**src/rtl/bitwise_seq.sv**
```systemverilog
// Multi-cycle bitwise logic unit: eight ops on WIDTH-bit operands,
// SLICE bits per clock, LSB slice first, with Hack-style zr/ng flags.
module bitwise_seq #(
    parameter int WIDTH = 16,
    parameter int SLICE = 4
) (
    input  logic             clk,
    input  logic             reset,
    input  logic             start,
    input  logic [2:0]       op,
    input  logic [WIDTH-1:0] a,
    input  logic [WIDTH-1:0] b,
    output logic             busy,
    output logic             done,
    output logic [WIDTH-1:0] out,
    output logic             zr,
    output logic             ng
);

    localparam int N  = WIDTH / SLICE;
    localparam int CW = (N > 1) ? $clog2(N) : 1;

    generate
        if (SLICE < 1 || SLICE > WIDTH || (WIDTH % SLICE) != 0) begin : g_bad_cfg
            $error("bitwise_seq: WIDTH must be a positive multiple of SLICE");
        end
    endgenerate

    typedef enum logic [1:0] {
        IDLE,
        RUN,
        DONE
    } state_t;

    state_t           state;
    logic [2:0]       op_r;
    logic [WIDTH-1:0] a_r;
    logic [WIDTH-1:0] b_r;
    logic [WIDTH-1:0] shadow;
    logic [WIDTH-1:0] shadow_nx;
    logic [CW-1:0]    cnt;
    logic [SLICE-1:0] sa;
    logic [SLICE-1:0] sb;
    logic [SLICE-1:0] res;
    logic             last;

    // Operands shift right each RUN cycle, so the live slice is always at the bottom.
    assign sa   = a_r[SLICE-1:0];
    assign sb   = b_r[SLICE-1:0];
    assign last = (cnt == CW'(N - 1));

    always_comb begin
        res = '0;
        unique case (op_r)
            3'b000: res = ~sa;
            3'b001: res = sa & sb;
            3'b010: res = sa | sb;
            3'b011: res = sa ^ sb;
            3'b100: res = ~(sa & sb);
            3'b101: res = ~(sa | sb);
            3'b110: res = ~(sa ^ sb);
            3'b111: res = sa;
        endcase
    end

    // New slices enter at the top; after N shifts slice 0 lands at the LSB.
    generate
        if (N == 1) begin : g_one
            assign shadow_nx = res;
        end else begin : g_many
            assign shadow_nx = {res, shadow[WIDTH-1:SLICE]};
        end
    endgenerate

    always_ff @(posedge clk) begin
        if (reset) begin
            state  <= IDLE;
            busy   <= 1'b0;
            done   <= 1'b0;
            out    <= '0;
            zr     <= 1'b0;
            ng     <= 1'b0;
            cnt    <= '0;
            op_r   <= '0;
            a_r    <= '0;
            b_r    <= '0;
            shadow <= '0;
        end else begin
            unique case (state)
                IDLE, DONE: begin
                    done <= 1'b0;
                    if (start) begin
                        op_r   <= op;
                        a_r    <= a;
                        b_r    <= b;
                        cnt    <= '0;
                        shadow <= '0;
                        busy   <= 1'b1;
                        state  <= RUN;
                    end else begin
                        busy  <= 1'b0;
                        state <= IDLE;
                    end
                end
                RUN: begin
                    a_r    <= a_r >> SLICE;
                    b_r    <= b_r >> SLICE;
                    shadow <= shadow_nx;
                    cnt    <= cnt + 1'b1;
                    if (last) begin
                        out   <= shadow_nx;
                        zr    <= (shadow_nx == '0);
                        ng    <= shadow_nx[WIDTH-1];
                        busy  <= 1'b0;
                        done  <= 1'b1;
                        state <= DONE;
                    end
                end
                default: begin
                    busy  <= 1'b0;
                    done  <= 1'b0;
                    state <= IDLE;
                end
            endcase
        end
    end

endmodule

```
**config.mk**
```make
export PLATFORM = sky130hd
export DESIGN_NAME = bitwise_seq
export DESIGN_NICKNAME = d
export VERILOG_FILES = /design/src/rtl/bitwise_seq.sv
export SDC_FILE = /design/constraint.sdc
export NUM_CORES = 1
export LEC_CHECK = 0
export ABC_AREA = 1
export CORE_MARGIN = 2
export CORE_UTILIZATION = 47
export CTS_CLUSTER_DIAMETER = 60
export DETAILED_ROUTE_END_ITERATION = 7
export PLACE_DENSITY = 0.75
export RECOVER_POWER = 50
export SYNTH_ARGS = -nofsm -noshare
export SYNTH_HDL_FRONTEND = slang
export SYNTH_SLANG_ARGS = --single-unit
```
**constraint.sdc**
```tcl
create_clock -name clk -period 1.23 [get_ports clk]
set_input_delay 0.246 -clock clk [delete_from_list [all_inputs] [get_ports clk]]
set_output_delay 0.246 -clock clk [all_outputs]
set_load 0.1 [all_outputs]
```
==> summary.md <==
| Metric | Value |
|---|---|
| Status | complete, but fails checks |
| Failing checks | negative setup slack |
| Synth Area in XOR/XNOR | 0 |
| Vias per cell | roughly 6.3 |
| Cell Area, Synth | 3080 sq um |
| Cells after Synth | 377 |
| Synth Warn # | 0 |
| FF-to-FF path depth | 6 |
| Commonest non-fill, non-tap cells in the layout | nor2_1, dfxtp_1, clkdlybuf4s50_1, buf_4, dfxtp_2 |
| Crit path DAT | around 1.8 ns |
| PortBufs | 57 |
| Initial Util | 0.485 |
| Worst setup path category | reg2reg |
| Setup Viol. Count Final | 55 |
| Worst reg2reg setup slack | -0.36 ns |
| DRC | 0 |
| Crit end category | flop |
| Internal Power | 4.83 mW |
| DR vias | 3614 |
| Post-Route WL | between 10 and 15 mm |
| Synth Area in Simple Gates | 0.211 |
| HPWL after DPL | 5.41 mm |
| Most common cell after layout, fill and taps aside | nor2_1 |
| Initial antenna violation count | 0 |
| Leakage power | 2.26 nW |
| Ranking of synthesized cells by area | dfxtp_1, nor2_1, inv_1, nand2_1, o21ai_0 |
| Fillers | 304 |
| Logic pwr share | 0.251 |
| First DRT Iteration DRCs | 400 |
| Largest family of logic cells by synthesized area | simple AND/OR/NAND/NOR gates |
| Unrepaired setup endpoints after global routing | yes |
| Worst Hold End | cnt[0] |
| Hold Fails Final Rpt | 0 |
| CTS tree | done |
| Worst-Skew Late Latency | around 0.35 ns |
| Synth unique cells | 31 |
| Worst-path clk slew | 0.08 ns |
| Total congestion overflow | 0 |
| Hold path depth | 1 |
| Register area | 1450 sq um |
| Total CTS buffers | 9 |
| Syn Nets | 424 |
| Synthesized flop and latch total | 70 |
| Max_cap viols | 0 |
| TritonRoute pass-1 iters | 6 |
| CTS HTree Levels | 3 |
| Nets | 536 |
| Syn_area_per_cell | 8.16 sq um |
| Net Sw Frac | 0.296 |
| CTS root buf | clkbuf_8 |
| # rows | 29 |
| Mux cell area share after synthesis | 0 |
| Antenna-violating nets left | 0 |
| Vias in the first global route | about 3100 |
| Worst path required time | 1.45 ns |
| Reg2reg end | a_r[4] |
| Die H | 84.9 um |
| Fin util | 0.840 |
| Place WS | -0.287 ns |
| Clock Power Share | 0.378 |
| Crit Path Max Fanout | 25 |
| Die ar. | 7210 sq um |
| Sequential power share | 0.371 |
| Period utilization | 1.30 |
| Final WS setup | -0.363 ns |
| WL/cell | 24.2 um |
| Share of layout cells above drive strength 1 | 0.490 |
| PwrDens | 1290 nW/um^2 |
| Top cell type's share of synthesized area | 0.455 |
| Seq/Total Area, Yosys | 0.455 |
| Max IR drop VDD | 1.05 mV |
| Clock Skews | 0.00872 ns |
| Hold WC Path Type | reg2reg |
| Worst slew pin tran | 0.512 ns |
| Die width | roughly 85 um |
| First-pass GRT wire length | 15.3 mm |
| Largest net degree at the start of global routing | 26 |
| Core Box Area | 6350 sq um |
| Hold Buf Count CTS | 0 |
| Multi-input logic area | 1860 sq um |
| Clock sinks | 70 |
| Synth-to-layout area growth | 73.2% |
| NetSw | 2.03 mW |
| Final Wtd Congestion | 0.877 |
| Ports | 58 |
| Reg2Reg Launch Point | state[1] |
| HP Start | cnt[0] |
| Synth Area in Compound Gates | 0.195 |
| Slew headroom | 0.657 |
| Fmax | 628 MHz |
| Antenna cells | 0 |
| Clock period minus worst slack | 1.59 ns |
| Post-Synth Adder-Cell Area | 0.0366 |
| GRT Total Usage | 0.268 |
| CTS Buffer Depth | 2 |
| Area leader, netlist | dfxtp_1 |
| Final Max Tran Viols | 0 |
| CP Launch Type | flop |
==> what timing repair did <==
item,in CTS,in global routing
setup endpoints to repair,38,66
setup buffers,13,5
cloned,3,10
pin swaps,13,20
resized for setup,46,108
==> per-stage QoR <==
step | instance area [sq um] | power [mW] | std cells | TNS, ns | hold WS, ns
2_1_floorplan | 3160 | 3.14 | 377 | -0.0978 | 0.301
3_3_place_gp | 4260 | 3.56 | 529 | -11.92 | 0.441
3_5_place_dp | 4260 | 3.59 | 529 | -13.25 | 0.445
4_1_cts | 4890 | 6.30 | 561 | -1.87 | 0.462
5_1_grt | 5330 | 6.99 | 571 | -11.25 | 0.477
6_report | 5330 | 6.86 | 571 | -8.69 | 0.449
==> cell usage after synthesis, drive strengths merged <==
cell type,number
a211oi,1
a21oi,19
a32o,9
buf,20
clkbuf,5
clkinv,1
dfxtp,70
ha,9
inv,38
nand2,37
nand3,12
nand3b,2
nand4,19
nor2,70
nor3,2
o21a,1
o21ai,27
o21bai,2
o22ai,10
o31ai,15
o32ai,8
==> flip-flops by register name, indices dropped and copies added, names as in the netlist <==
| register | cells |
|---|---|
| state | 2 |
| zr | 1 |
| busy | 1 |
| b_r | 16 |
| shadow | 12 |
| op_r | 3 |
| done | 1 |
| out | 16 |
| cnt | 2 |
| a_r | 16 |
==> worst max-delay path: stages, from the launching register on <==
cell and delay (ns):
dfxtp_2 0.35, nor2_4 0.14, inv_2 0.08, buf_4 0.15
buf_12 0.16, nor2_1 0.41, o31ai_4 0.16
==> worst max-delay path by stage <==
stage                  start     end  slack (ns)  cells after the start
floorplan             a_r[2]      zr       -0.05                     10
global placement       start  b_r[2]       -0.24                      6
detailed placement     start  b_r[4]       -0.29                      6
CTS                   b_r[1]      zr       -0.19                      9
global route          a_r[2]      zr       -0.44                     10
finish              state[1]  a_r[4]       -0.36                      6
==> power groups by stage <==
stage	logic [mW]	clock network, mW	registers, mW
3_3_place_gp	1.01	0	2.55
4_1_cts	1.28	2.53	2.50
3_5_place_dp	1.04	0	2.55
6_report	1.72	2.59	2.54
5_1_grt	1.78	2.66	2.55
2_1_floorplan	0.594	0	2.55
==> per-layer routing <==
| metal | part of all wire | GRT usage | up-vias |
|---|---|---|---|
| met5 | 0 | 0 | - |
| met4 | 0.071 | 0.0866 | 0 |
| met3 | 0.087 | 0.0613 | 100 |
| met2 | 0.48 | 0.455 | 316 |
| met1 | 0.36 | 0.339 | 1679 |
| li1 | - | - | 1519 |
==> final cells by class <==
class / instances / share of cell area
Clock inverter: 5 / 0.0242
Clock buffer: 11 / 0.0265
Multi-Input combinational cell: 243 / 0.349
Inverter: 39 / 0.0307
Timing Repair Buffer: 126 / 0.280
Sequential cell: 70 / 0.271
Tap cell: 77 / 0.0181
==> cell families after synthesis <==
logic type	after synthesis
AOI/OAI and AO/OA	92
adders and majority gates	9
buffers and inverters	64
DFF	70
and+or+nand+nor	142
(Power assumes the default switching activity.)
